### src/rtl/key_cmd_pkg.sv
// Shared types and default timing constants for the key command generator.
// Imported by key_debouncer and key_command_gen.
package key_cmd_pkg;

  typedef enum logic [2:0] {
    IDLE    = 3'd0,
    DELAY   = 3'd1,
    REPEAT  = 3'd2,
    HOLD    = 3'd3,
    RELEASE = 3'd4
  } state_t;

  typedef enum logic [1:0] {
    KEY_SIGN = 2'd0,
    KEY_UP   = 2'd1,
    KEY_DOWN = 2'd2
  } key_t;

  localparam int unsigned DEBOUNCE_CYCLES_DEF     = 32'd500_000;
  localparam int unsigned REPEAT_DELAY_CYCLES_DEF = 32'd25_000_000;
  localparam int unsigned REPEAT_RATE_CYCLES_DEF  = 32'd5_000_000;

  function automatic int unsigned max_u(input int unsigned a, input int unsigned b);
    if (a > b) begin
      max_u = a;
    end else begin
      max_u = b;
    end
  endfunction

endpackage

### src/rtl/key_debouncer.sv
// Two-flop synchroniser plus consecutive-sample debounce for one active-low key.
// Pressed is high while the debounced key level is low.
module key_debouncer
  import key_cmd_pkg::*;
#(
  parameter int unsigned DebounceCycles = DEBOUNCE_CYCLES_DEF
) (
  input  logic Clock,
  input  logic Reset,
  input  logic Key_n,
  output logic Pressed
);

  localparam int CntW = $clog2(DebounceCycles + 1);

  logic            sync1_q, sync1_d;
  logic            sync2_q, sync2_d;
  logic            level_q, level_d;
  logic [CntW-1:0] cnt_q, cnt_d;

  // Debounce next state: a sample that matches the stable level discards any partial count.
  always_comb begin
    sync1_d = Key_n;
    sync2_d = sync1_q;
    level_d = level_q;
    cnt_d   = '0;
    if (sync2_q != level_q) begin
      if (cnt_q == CntW'(DebounceCycles - 1)) begin
        level_d = sync2_q;
        cnt_d   = '0;
      end else begin
        cnt_d = cnt_q + 1'b1;
      end
    end else begin
      cnt_d = '0;
    end
  end

  // State registers; reset to the released level.
  always_ff @(posedge Clock) begin
    if (!Reset) begin
      sync1_q <= 1'b1;
      sync2_q <= 1'b1;
      level_q <= 1'b1;
      cnt_q   <= '0;
    end else begin
      sync1_q <= sync1_d;
      sync2_q <= sync2_d;
      level_q <= level_d;
      cnt_q   <= cnt_d;
    end
  end

  assign Pressed = ~level_q;

endmodule

### src/rtl/key_command_gen.sv
// Turns three bouncing push-buttons into clean, exclusive one-cycle commands.
// Up/down auto-repeat while held; sign fires once per press.
module key_command_gen
  import key_cmd_pkg::*;
#(
  parameter int unsigned DebounceCycles    = DEBOUNCE_CYCLES_DEF,
  parameter int unsigned RepeatDelayCycles = REPEAT_DELAY_CYCLES_DEF,
  parameter int unsigned RepeatRateCycles  = REPEAT_RATE_CYCLES_DEF
) (
  input  logic Clock,
  input  logic Reset,
  input  logic KeyUp_n,
  input  logic KeyDown_n,
  input  logic KeySign_n,
  output logic Up,
  output logic Down,
  output logic SignSwitch
);

  localparam int unsigned RptMax = max_u(RepeatDelayCycles, RepeatRateCycles);
  localparam int          RptW   = $clog2(RptMax + 1);

  logic up_p, down_p, sign_p;

  key_debouncer #(.DebounceCycles(DebounceCycles)) u_db_up (
    .Clock(Clock), .Reset(Reset), .Key_n(KeyUp_n), .Pressed(up_p)
  );
  key_debouncer #(.DebounceCycles(DebounceCycles)) u_db_down (
    .Clock(Clock), .Reset(Reset), .Key_n(KeyDown_n), .Pressed(down_p)
  );
  key_debouncer #(.DebounceCycles(DebounceCycles)) u_db_sign (
    .Clock(Clock), .Reset(Reset), .Key_n(KeySign_n), .Pressed(sign_p)
  );

  state_t          state_q, state_d;
  key_t            owner_q, owner_d;
  logic [RptW-1:0] rpt_q, rpt_d;
  logic            up_q, up_d, down_q, down_d, sign_q, sign_d;
  logic            owner_held;

  // Command FSM: one owning key at a time, release takes priority over a repeat expiry.
  always_comb begin
    state_d = state_q;
    owner_d = owner_q;
    rpt_d   = rpt_q;
    up_d    = 1'b0;
    down_d  = 1'b0;
    sign_d  = 1'b0;

    case (owner_q)
      KEY_SIGN: owner_held = sign_p;
      KEY_UP:   owner_held = up_p;
      KEY_DOWN: owner_held = down_p;
      default:  owner_held = 1'b0;
    endcase

    case (state_q)
      IDLE: begin
        if (sign_p) begin
          owner_d = KEY_SIGN;
          sign_d  = 1'b1;
          state_d = HOLD;
        end else if (up_p) begin
          owner_d = KEY_UP;
          up_d    = 1'b1;
          rpt_d   = RptW'(RepeatDelayCycles);
          state_d = DELAY;
        end else if (down_p) begin
          owner_d = KEY_DOWN;
          down_d  = 1'b1;
          rpt_d   = RptW'(RepeatDelayCycles);
          state_d = DELAY;
        end else begin
          state_d = IDLE;
        end
      end
      DELAY, REPEAT: begin
        if (!owner_held) begin
          rpt_d   = '0;
          state_d = RELEASE;
        end else if (rpt_q == RptW'(1)) begin
          up_d    = (owner_q == KEY_UP);
          down_d  = (owner_q == KEY_DOWN);
          rpt_d   = RptW'(RepeatRateCycles);
          state_d = REPEAT;
        end else begin
          rpt_d = rpt_q - RptW'(1);
        end
      end
      HOLD: begin
        if (!owner_held) begin
          state_d = RELEASE;
        end else begin
          state_d = HOLD;
        end
      end
      RELEASE: begin
        if (!(up_p || down_p || sign_p)) begin
          state_d = IDLE;
        end else begin
          state_d = RELEASE;
        end
      end
      default: begin
        state_d = IDLE;
        owner_d = KEY_SIGN;
        rpt_d   = '0;
      end
    endcase
  end

  // FSM, repeat counter and registered command outputs.
  always_ff @(posedge Clock) begin
    if (!Reset) begin
      state_q <= IDLE;
      owner_q <= KEY_SIGN;
      rpt_q   <= '0;
      up_q    <= 1'b0;
      down_q  <= 1'b0;
      sign_q  <= 1'b0;
    end else begin
      state_q <= state_d;
      owner_q <= owner_d;
      rpt_q   <= rpt_d;
      up_q    <= up_d;
      down_q  <= down_d;
      sign_q  <= sign_d;
    end
  end

  assign Up         = up_q;
  assign Down       = down_q;
  assign SignSwitch = sign_q;

endmodule

### config.mk
export PLATFORM = sky130hd
export DESIGN_NAME = key_command_gen
export DESIGN_NICKNAME = d
export VERILOG_FILES = /design/src/rtl/key_cmd_pkg.sv /design/src/rtl/key_debouncer.sv /design/src/rtl/key_command_gen.sv
export SDC_FILE = /design/constraint.sdc
export NUM_CORES = 1
export LEC_CHECK = 0
export BUFFER_PORTS_ARGS = -buffer_cell sky130_fd_sc_hd__buf_2
export CORE_ASPECT_RATIO = 0.9
export CORE_MARGIN = 3
export CORE_UTILIZATION = 50
export DETAILED_ROUTE_END_ITERATION = 8
export GPL_ROUTABILITY_DRIVEN = 0
export PLACE_DENSITY_LB_ADDON = 0.3
export SLEW_MARGIN = 20
export SYNTH_ARGS = -nofsm -noshare
export SYNTH_HDL_FRONTEND = slang
export SYNTH_HIERARCHICAL = 1
export SYNTH_SLANG_ARGS = --single-unit
### constraint.sdc
create_clock -name Clock -period 3.25 [get_ports Clock]
set_input_delay 0.1625 -clock Clock [delete_from_list [all_inputs] [get_ports Clock]]
set_output_delay 0.1625 -clock Clock [all_outputs]
set_load 0.02 [all_outputs]
== After elaboration in Yosys (flattened, before gate mapping) ==
Index checks and enable logic that the tools add are counted.
Storage, ports and cells
  output and inout port bits: 3
  register bits: 99
  word-level logic and storage cells: 95
Cells by class
  mux-type cells: 31
  reduce and logical (&&, ||, !) cells: 16
  add/subtract/negate cells: 4
  bitwise operators: 9
  eq/ne operators: 17
Operators by type and width (count)
  2-to-1 mux 25 bit: 5
  one-hot mux 25 bit (3 select lines): 1
  adder 19 x 1 -> 19 bit, second input constant: 3
  equality test 19 bit, second input constant: 3
  equality test 25 x 1 -> 1 bit, second input constant: 1
  subtractor 25 x 1 -> 25 bit, second input constant: 1
  2-to-1 mux 1 bit: 12
  2-to-1 mux 3 bit: 4
  one-hot mux 3 bit (4 select lines): 1
  AND reduction 2 bit: 5
  inverter 1 bit: 9
  OR reduction 3 bit: 3
  2-to-1 mux 2 bit: 4
  equality test 3 x 2 -> 1 bit, second input constant: 2
  != test 3 bit, second input constant: 2
  != test 4 bit, second input constant: 1
  one-hot mux 1 bit (2 select lines): 2
  one-hot mux 2 bit (2 select lines): 1
  OR reduction 2 bit: 2
  OR reduction 4 bit: 1
  equality test 3 x 1 -> 1 bit, second input constant: 1
  equality test 3 bit, second input constant: 1
  logical NOT 3 bit: 1
  != test 1 bit: 3
  7 further kinds: 8

== Longest topological paths before layout ==
Gate-level depths: netlist of run 1.
  depth in word-level cells: 5
  depth in mapped cells: 9

== By module ==
The synthesis of run 1 kept the hierarchy.
Modules (own cells, without submodules)
  key_debouncer at u_db_down ...: instances 2, seq. area each 440.4 µm², cells each 112, area an instance 982.2 µm²
  key_command_gen: instances 1, seq. area each 660.6 µm², cells each 236, area an instance 1840.5 µm²
  key_debouncer at u_db_up: instances 1, seq. area each 440.4 µm², cells each 110, area an instance 1001.0 µm²

== Worst setup path before layout of run 1 ==
Ideal clock, no wire load.
  path kind: register to register
  start point: reg rpt_q[0]
  end point: reg rpt_q[16]
  arrival: 2.040 ns
  period minus slack after synthesis: 2.162 ns
  cell stages (with the launch flop): 9
  buffers on the path: 0
  library setup time: 0.122 ns
  path slack: 1.088 ns
  cell sequence: dfxtp_1 -> inv_1 -> ha_1 -> or3b_1 -> or3_1 -> or3_1 -> nor3_1 -> o211a_1 -> nor3_1
On the way
  longest elaborated chain between the ends: 4
  elaborated cells between the ends (all ways): 5
  those cells by class: 1 x add/sub; 1 x eq/ne; 3 x mux
RTL lines
  start: declaration: line key_command_gen.sv:37  | logic [RptW-1:0] rpt_q, rpt_d;
  start signal: assignment: line key_command_gen.sv:124  | rpt_q <= rpt_d;
  subtractor 25 x 1 -> 25 bit / equality test 25 x 1 -> 1 bit (equally long branches): line key_command_gen.sv:87, key_command_gen.sv:81
  2-to-1 mux 25 bit *: line key_command_gen.sv:81  | end else if (rpt_q == RptW'(1)) begin
  2-to-1 mux 25 bit *: line key_command_gen.sv:78  | if (!owner_held) begin
  one-hot mux 25 bit (3 select lines) *: line key_command_gen.sv:57  | case (state_q)
Every way passes the cells marked *; elsewhere a longest branch is shown, timed or not.
A chain may end at the register's enable or synchronous reset.

== Final worst setup path of run 1 ==
  start point: reg rpt_q[6]
  end point: reg rpt_q[21]
The elaborated chain is that of the path after synthesis.

==> summary.md, run 1 <==
| Metric | Value |
|---|---|
| Outcome | `completed` |
| Largest cells by area after synthesis | `dfxtp_1 (41%), nor2_1 (6.7%), xnor2_1 (6.4%)` |
| Fmax | `391 MHz` |
| Area growth, synth to finish | `7.45%` |
| Sequential share of power | `just under 60%` |
| Worst-skew pair later-pin latency | `~380 ps` |
| Vias in the first global route | `3,771` |
| Leak | `about 1.7 nW` |
| Yosys Warn Count | `6` |
| Final WL | `9.91 mm` |
| Most frequent cell after synthesis | `dfxtp_1` |
| Worst reg2reg path depth | `6` |
| Maxcap violations | `0` |
| Placed wire-length estimate | `6.80 mm` |
| Final antenna-violating net count | `0` |
| Startpoint types | `register` |
| Commonest cells in the netlist | `dfxtp_1 (99), nor2_1 (86), nand2_1 (36)` |
| Mapped Nets | `580` |
| Starting density of the core | `52.0%` |
| Initial antenna violation count | `0` |
| Share of the synthesized area in the top cell type | `between 40% and 50%` |
| Met3 Track Usage GR | `between 5 and 6%` |
| # DRC | `0` |
| PD cells | `398 mW/mm2` |
| Slew headroom | `32.3%` |
| FF+latch count, synth | `slightly below 100` |
| Cts-stage hold buffer count | `3` |
| Post CTS Setup Buffer Count | `0` |
| Met2 usage | `between 30% and 40%` |
| Register area share after synthesis | `41.2%` |
| Initial DRT Pass Iterations | `5` |
| CTS buffer count | `9` |
| RSZ-0062 raised after global routing | `false` |
| Ys async rst share | `0%` |
| Internal power | `1.59 mW` |
| DR vias/cell | `5.82` |
| Root Driver | `clkbuf_8` |
| R2r startpoint | `rpt_q[6]` |
| I/O Buffers | `7` |
| Share of cells above drive strength 1 | `8.90%` |
| Syn Area/Cell | `8.43 um2` |
| GRT overflow | `0` |
| Nets | `590` |
| Crit Path Category | `register to register` |
| Multi-input logic area | `0.00265 mm2` |
| CORE AREA | `0.00925 mm2` |
| Resize count post-CTS | `0` |
| Max VDD drop | `0.000433 V` |
| Tmin final | `approximately 2600 ps` |
| Switching power | `469 uW` |
| Die area | `0.0108 mm2` |
| Worst Setup SP | `rpt_q[6]` |
| Tot GR Track Use | `19.3%` |
| DRT iter0 DRCs | `221` |
| Clock transition at path regs | `100 ps` |
| WHS Path Cells | `3` |
| Post-Route Setup TNS | `0 ps` |
| Largest area contributor in the netlist | `dfxtp_1` |
| Fillers | `850` |
| Critical path fanouts, max | `13` |
| Clock Skew | `8.97 ps` |
| Final period util | `around four fifths` |
| Post-synth cell types | `63` |
| Sw frac | `22.8%` |
| Critical Path RT | `3520 ps` |
| Register area | `slightly below 0.002 mm2` |
| Worst Max-Slew Pin Slew | `1000 ps` |
| Clock sinks | `just under 100` |
| Min-delay src | `Reset` |
| Largest net degree at the start of global routing | `22` |
| Design Area, Final | `between 0.005 and 0.006 mm2` |
| Tot Pwr | `roughly 2 mW` |
| Comb pwr share | `1.4%` |
| CTS tree | `built` |
| CTS max path bufs | `2` |
| Hold WC Path Type | `primary input to register` |
| Global-route wire length before repair | `~17 mm` |
| Top Ports | `8` |
| Final Hold Vio Count | `0` |
| Post-synth EDFFs | `0` |
| Die Height | `99.0 um` |
| Routed WL per cell | `14.0 um` |
| Element type at the critical path end | `register` |
| # rows | `33` |
| Top FF cell, synth | `dfxtp_1` |
| CP arrival | `2830 ps` |
| H-tree depth | `3` |
| Antenna Diode Count | `0` |
| Placed cell areas | `between 0.004 and 0.005 mm2` |
| # setup viols final | `0` |
| Total number of vias | `4,107` |
| M1 GR Usage | `24.8%` |
| Final Slew Violations | `0` |
| Gr busiest metal | `met2` |
| Die W | `109 um` |
| Synthesized cell area | `a little under 0.005 mm2` |
| Post-Syn Instances | `570` |
| Clock share of power | `39.3%` |
[per-layer routing]
layer | part of all wire [%] | wire, um
met1 | 47 | 4620
met3 | 4.7 | 466
met4 | 1.1 | 107
met5 | 0 | 0
met2 | 48 | 4720
[per-stage QoR]
| step | hold slack (ps) | std cells | setup WS (ps) | util (%) |
|---|---|---|---|---|
| after floorplan | 234 | 570 | 1090 | - |
| after global placement | 348 | 688 | 823 | 53.4 |
| after detailed placement | 348 | 688 | 758 | 53.4 |
| after CTS | 202 | 706 | 749 | 55.8 |
| after global routing | 218 | 706 | 419 | 55.8 |
| final | 215 | 706 | 694 | 55.8 |
[worst max-delay path, cell delays in order, from the launching register on]
cell      delay [ps]
dfxtp_1          370
or3_1            460
nor4_4           390
and2_2           360
nand2b_1         440
a21oi_1          140
o31a_1           310
[power groups by stage]
stage | registers, mW | logic, mW | clock network (mW)
after global routing | 1.22 | 0.0338 | 0.873
after global placement | 1.25 | 0.0269 | 0
after floorplan | 1.25 | 0.0181 | 0
final | 1.22 | 0.0298 | 0.809
after CTS | 1.22 | 0.0302 | 0.832
after detailed placement | 1.25 | 0.0273 | 0
[logic make-up (layout without fill, tap and decap cells)]
logic type / Yosys count / count (layout) / synth area share (%)
simple gates: 279 / 279 / 31.2
flops: 99 / 99 / 41.2
xor+xnor: 46 / 46 / 8.38
mux: 2 / 2 / 0.417
buf+inv: 40 / 54 / 3.72
fa+ha+maj: 5 / 5 / 1.30
compound gates: 99 / 99 / 13.7
[worst paths after layout]
check                      end  slack, ps
max                  rpt_q[21]        690
min            u_db_up/sync2_q        210
max reg2reg          rpt_q[21]        690
min reg2reg  u_db_down/sync2_q        400
[sequential cells by signal, indices dropped and copies added, names as in the netlist, 2 cells and up]
signal,flops
u_db_down/cnt_q,19
u_db_sign/cnt_q,19
owner_q,2
rpt_q,25
state_q,3
u_db_up/cnt_q,19
[cell type report]
cell class | count | area share (%)
sequential | 99 | 38.4
tap | 122 | 2.96
multi-input combinational | 431 | 51.2
inverter | 26 | 1.89
clock buffer | 9 | 2.40
clock inverter | 6 | 1.45
timing repair buffer | 13 | 1.70
[cells in the final DEF, fill, tap and decap left out, types with 3 or more instances in the layout]
cell type / count
dfxtp_1: 99
nor2_1: 86
nand2_1: 36
xnor2_1: 35
a21oi_1: 35
nand3_1: 26
nor3_1: 26
inv_1: 25
o21ai_0: 21
nor4_1: 20
nand4_1: 15
xor2_1: 11
or3_1: 10
nand2b_1: 10
clkbuf_8: 9
buf_2: 7
o31ai_1: 6
and2_1: 5
or4_1: 5
a311oi_1: 5
ha_1: 5
or4_4: 4
a31oi_1: 4
a211oi_1: 4
and3_1: 4
nor3b_1: 4
nor2b_1: 3
or2_2: 3
nor4b_1: 3
o211ai_1: 3
dlygate4sd3_1: 3
buf_4: 3
nand4_2: 3
Note: power is estimated with default switching activity, not from simulation.
==> run 2: changes to the inputs <==
==> constraint.sdc (replaced) <==
create_clock -name Clock -period 2.1 [get_ports Clock]
set_input_delay 0.105 -clock Clock [delete_from_list [all_inputs] [get_ports Clock]]
set_output_delay 0.105 -clock Clock [all_outputs]
set_load 0.02 [all_outputs]
==> run 2 against run 1 <==
Routed wire length increased by 9.9%; die area unchanged; worst setup slack got worse by 710 ps; sequential share of layout area decreased by 2.8 points; worst hold slack got worse by 77 ps; global-route usage increased by 1.7 points; critical path depth increased by 2; the run now ends with negative setup slack left; clock-buffer cell count unchanged; non-clock buffer count increased by 44.
==> summary.md, run 2 (same netlist as run 1, synthesis figures left out) <==
| Metric | Value |
|---|---|
| CORE AREA | `0.00925 mm2` |
| Clock Skew | `9.82 ps` |
| Most common cell after layout, fill and taps aside | `dfxtp_1` |
| Worst reg2reg path depth | `8` |
| Vias in the first global route | `4,125` |
| Largest net degree at the start of global routing | `22` |
| Placed wire-length estimate | `7.67 mm` |
| Final period util | `101%` |
| # rows | `33` |
| Element type at the critical path end | `register` |
| Routed WL per cell | `approximately 15 um` |
| Initial antenna violation count | `0` |
| Worst-skew pair later-pin latency | `around 360 ps` |
| Critical path fanouts, max | `3` |
| Min-delay src | `Reset` |
| H-tree depth | `3` |
| Outcome | `finished with violations` |
| I/O Buffers | `7` |
| Fillers | `859` |
| Final Hold Vio Count | `0` |
| Total number of vias | `4,328` |
| DP Worst Slack | `-58.9 ps` |
| Starting density of the core | `about half` |
| Share of cells above drive strength 1 | `18.6%` |
| Startpoint types | `register` |
| Cell mode on critical path | `or3_4` |
| Reg with most FFs | `rpt_q` |
| Final Slew Violations | `0` |
| GRT overflow | `0` |
| Final WL | `10.9 mm` |
| WHS Path Cells | `3` |
| Root Driver | `clkbuf_8` |
| Area growth, synth to finish | `16.0%` |
| Slew headroom | `between 60% and 70%` |
| Critical Path RT | `2380 ps` |
| # DRC | `0` |
| Leak | `1.88 nW` |
| DRT iter0 DRCs | `234` |
| Final antenna-violating net count | `0` |
| RSZ-0062 raised after global routing | `true` |
| CTS max path bufs | `2` |
| Reg2Reg Capture Point | `rpt_q[16]` |
| CP arrival | `2400 ps` |
| Failing checks | `negative setup slack` |
| Maxcap violations | `0` |
| R2r startpoint | `rpt_q[1]` |
| Tmin final | `2120 ps` |
| Max reg flops | `25` |
| CTS tree | `built` |
| Worst Max-Slew Pin Slew | `approximately 560 ps` |
| Global-route wire length before repair | `18.7 mm` |
| Clock sinks | `99` |
| # setup viols final | `1` |
| Die W | `109 um` |
| Flop2flop setup slack | `-20 ps` |
| DR vias/cell | `5.76` |
| Antenna Diode Count | `0` |
| Nets | `634` |
| Most frequent cells in the layout | `dfxtp_1 (97), nor2_1 (86), buf_4 (47), nand2_1 (36), xnor2_1 (35)` |
| Max VDD drop | `about 0.00035 V` |
| Crit Path Category | `register to register` |
| Tot GR Track Use | `21.0%` |
| Clock transition at path regs | `100 ps` |
| Final setup margin | `-19.0 ps` |
| Worst Hold Endpoint | `rpt_q[15]` |
| Hold WC Path Type | `primary input to register` |
| Critical path, cell by cell | `inv_2 -> ha_4 -> or3b_4 -> or3_4 -> or3_4 -> nor3_4 -> a211oi_1 -> nor3_1` |
| Slowest stage delay, CP | `~380 ps` |
| Top Ports | `8` |
| CTS buffer count | `9` |
| Post-Route Setup TNS | `-19.0 ps` |
| Die Height | `99.0 um` |
| Fmax | `between 400 and 500 MHz` |
| PD cells | `547 mW/mm2` |
| CP max stage cell | `or3b_4` |
| Initial DRT Pass Iterations | `5` |
| Die area | `0.0108 mm2` |
==> run 2: changes by cell type in the layout (fill, tap and decap cells not counted), sizes merged <==
cell      change
buf          +44
bufinv        -1
clkinv        +1
clkinvlp      +1
==> run 2: worst max path at each step <==
stage | startpoint | endpoint | slack [ps]
after floorplan | rpt_q[0] | rpt_q[14] | 9
after global placement | rpt_q[1] | rpt_q[14] | 10
after detailed placement | rpt_q[1] | rpt_q[16] | -60
after CTS | rpt_q[1] | rpt_q[16] | -50
after global routing | rpt_q[1] | rpt_q[16] | -80
final | rpt_q[1] | rpt_q[16] | -20
==> run 2: cell type report <==
cell class              instances  area, um2  area share, %
multi-input cells             431       2750           49.3
clock buffers                   9        124           2.22
clock inverters                 7       51.3          0.921
inverters                      26       97.6           1.75
flip-flops and latches         99       1980           35.6
well taps                     122        153           2.74
repair buffers                 57        418           7.50
==> run 2: what timing repair did <==
action	in CTS	in global routing
endpoints found under the hold margin	3	0
endpoints found under the setup margin	5	15
gates resized for setup	4	18
gates cloned	0	0
pin swaps	0	5
buffers inserted	0	3
hold buffers	3	0
==> run 2: report_power, final <==
group | switching (mW) | internal [mW] | total (mW)
combinational | 0.0326 | 0.0193 | 0.0520
sequential | 0.00397 | 1.88 | 1.89
clock | 0.672 | 0.437 | 1.11
==> run 2: layer usage <==
layer  vias to the layer above  wire (um)  GRT usage, %
li1                       2148          -             -
met1                      2078       5050          28.4
met2                        91       5280          33.9
met3                        11        446          4.91
met4                         0        116          4.89
met5                         -          0             0
==> run 2: stage by stage <==
stage | hold slack [ps] | util [%] | power [mW] | instances | instance area [um2]
2_1_floorplan | 177 | - | 1.96 | 570 | 4820
4_1_cts | 121 | 59.2 | 3.09 | 748 | 5470
3_5_place_dp | 297 | 56.9 | 1.98 | 729 | 5260
6_report | 137 | 60.3 | 3.05 | 751 | 5570
3_3_place_gp | 290 | 56.9 | 1.98 | 729 | 5260
5_1_grt | 149 | 60.3 | 3.16 | 751 | 5570
==> run 2: critical path, delay by kind of cell, from the launching register on <==
family	cells	cell delay, ps
and+or+nand+nor	5	1390
DFF	1	340
adders and majority gates	1	130
AOI/OAI and AO/OA	1	90
buffers and inverters	1	80
==> run 3: changes to the inputs <==
==> constraint.sdc (replaced) <==
create_clock -name Clock -period 2.1 [get_ports Clock]
set_input_delay 0.315 -clock Clock [delete_from_list [all_inputs] [get_ports Clock]]
set_output_delay 0.315 -clock Clock [all_outputs]
set_load 0.02 [all_outputs]
==> run 3 against run 2 <==
The run still ends with negative setup slack left; flip-flop and latch count unchanged; sequential power hardly changed; core utilization decreased by 0.32 points; sequential share of layout area increased by 0.19 points; combinational power decreased by 8.5%; first-iteration DRC count up 3.8%; worst setup slack worse by 2.6 ps; register-to-register slack barely moved; routed wire length increased by 0.35%; critical path type unchanged; largest cell class unchanged; largest power group unchanged.
==> summary.md, run 3 (same netlist as run 1, synthesis figures left out) <==
| Metric | Value |
|---|---|
| Die W | `109 um` |
| Maxcap violations | `0` |
| GRT overflow | `0` |
| Final antenna-violating net count | `0` |
| Outcome | `finished with violations` |
| Max VDD drop | `approximately 0.00035 V` |
| Cells after DPL | `729` |
| Critical Path RT | `2380 ps` |
| CTS buffer count | `9` |
| Leak | `1.87 nW` |
| Starting density of the core | `52.0%` |
| H-tree depth | `3` |
| CTS max path bufs | `2` |
| Nets | `631` |
| Tmin final | `2120 ps` |
| Critical path fanouts, max | `3` |
| Die Height | `99.0 um` |
| Element type at the critical path end | `register` |
| Design Area, Final | `roughly 0.0055 mm2` |
| Worst Max-Slew Pin Slew | `543 ps` |
| Final setup margin | `-21.6 ps` |
| DR vias/cell | `5.82` |
| Most common cell after layout, fill and taps aside | `dfxtp_1` |
| Placed wire-length estimate | `around 7.7 mm` |
| Antenna Diode Count | `0` |
| PD cells | `about 550 mW/mm2` |
| # DRC | `0` |
| CORE AREA | `roughly 0.0092 mm2` |
| Total number of vias | `4,355` |
| Tot GR Track Use | `21.0%` |
| Top Ports | `8` |
| Clock sinks | `99` |
| Placed cell areas | `0.00526 mm2` |
| Final Slew Violations | `0` |
| Non-filler cells, final | `748` |
| Tot Pwr | `between 3 and 4 mW` |
| Final period util | `101%` |
| Max reg flops | `25` |
| I/O Buffers | `7` |
| Reg with most FFs | `rpt_q` |
| Slew headroom | `63.6%` |
| DRT iter0 DRCs | `243` |
| Global-route wire length before repair | `between 15 and 20 mm` |
| CP arrival | `~2400 ps` |
| # rows | `33` |
| RSZ-0062 raised after global routing | `true` |
| # setup viols final | `1` |
| Root Driver | `clkbuf_8` |
| Fmax | `approximately 470 MHz` |
| Initial DRT Pass Iterations | `6` |
| Clock Skew | `around 7.9 ps` |
| Final WL | `about 11 mm` |
| Routed WL per cell | `between 10 and 15 um` |
| Crit Path Category | `register to register` |
| Most frequent cells in the layout | `dfxtp_1 (97), nor2_1 (86), buf_4 (47), nand2_1 (36), xnor2_1 (35)` |
| Share of cells above drive strength 1 | `18.7%` |
| Worst-skew pair later-pin latency | `360 ps` |
| Clock transition at path regs | `100 ps` |
| Largest net degree at the start of global routing | `22` |
| Final Hold Vio Count | `0` |
| Area growth, synth to finish | `15.3%` |
| Hold WC Path Type | `primary input to register` |
| Die area | `0.0108 mm2` |
| Vias in the first global route | `4,131` |
| Initial antenna violation count | `0` |
| CTS tree | `built` |
| Startpoint types | `register` |
| Failing checks | `negative setup slack` |
[run 3: cell types whose count changed in the layout (fill, tap and decap cells not counted)]
cell / change
dlygate4sd3_1: -3
[run 3: critical path: stages, from the launching register on]
cell and delay (ps):
dfxtp_2 340, inv_2 80, ha_4 130, or3b_4 380, or3_4 360, or3_4 370
nor3_4 130, a211oi_1 90, nor3_1 150
[run 3: worst paths after layout]
| check | startpoint | end | slack [ps] | depth (start not counted) |
|---|---|---|---|---|
| worst max-delay path | rpt_q[1] | rpt_q[16] | -20 | 8 |
| worst min-delay path | KeyDown_n | u_db_down/sync1_q | 140 | 2 |
| worst max register to register | rpt_q[1] | rpt_q[16] | -20 | 8 |
| worst min register to register | u_db_up/sync1_q | u_db_up/sync2_q | 410 | 1 |
[run 3: repair_timing]
action,4_1_cts,5_1_grt
hold buffers,0,0
pin swaps,0,5
resized for setup,4,18
setup endpoints to repair,5,15
buffers inserted,0,3
[run 3: power by group]
part	switching [mW]	internal (mW)	total, mW
Combinational	0.0319	0.0157	0.0476
Clock	0.671	0.437	1.11
Sequential	0.00396	1.88	1.89
[run 3: stage by stage]
stage | hold WS [ps] | setup WS (ps) | util (%) | TNS, ps
floorplan | 386 | 9.45 | - | 0
global placement | 390 | 11.0 | 56.9 | 0
detailed placement | 398 | -58.9 | 56.9 | -103
CTS | 114 | -53.4 | 58.8 | -92.1
global route | 113 | -83.9 | 59.9 | -222
finish | 137 | -21.6 | 59.9 | -21.6
[run 3: area by class of cell]
type                            count  area [um2]
Tap cell                          122         153
Inverter                           26        97.6
Multi-Input combinational cell    431        2750
Fill cell                         862        3710
Clock inverter                      7        51.3
Timing Repair Buffer               54         388
Clock buffer                        9         124
Sequential cell                    99        1980
[run 3: per-layer routing]
metal  routed length, um  up-vias  GRT usage (%)
met3                 553        9           4.85
met1                5020     2070           28.4
met5                   0        -              0
met4                 111        0           4.89
met2                5250      129           33.8
li1                    -     2147              -
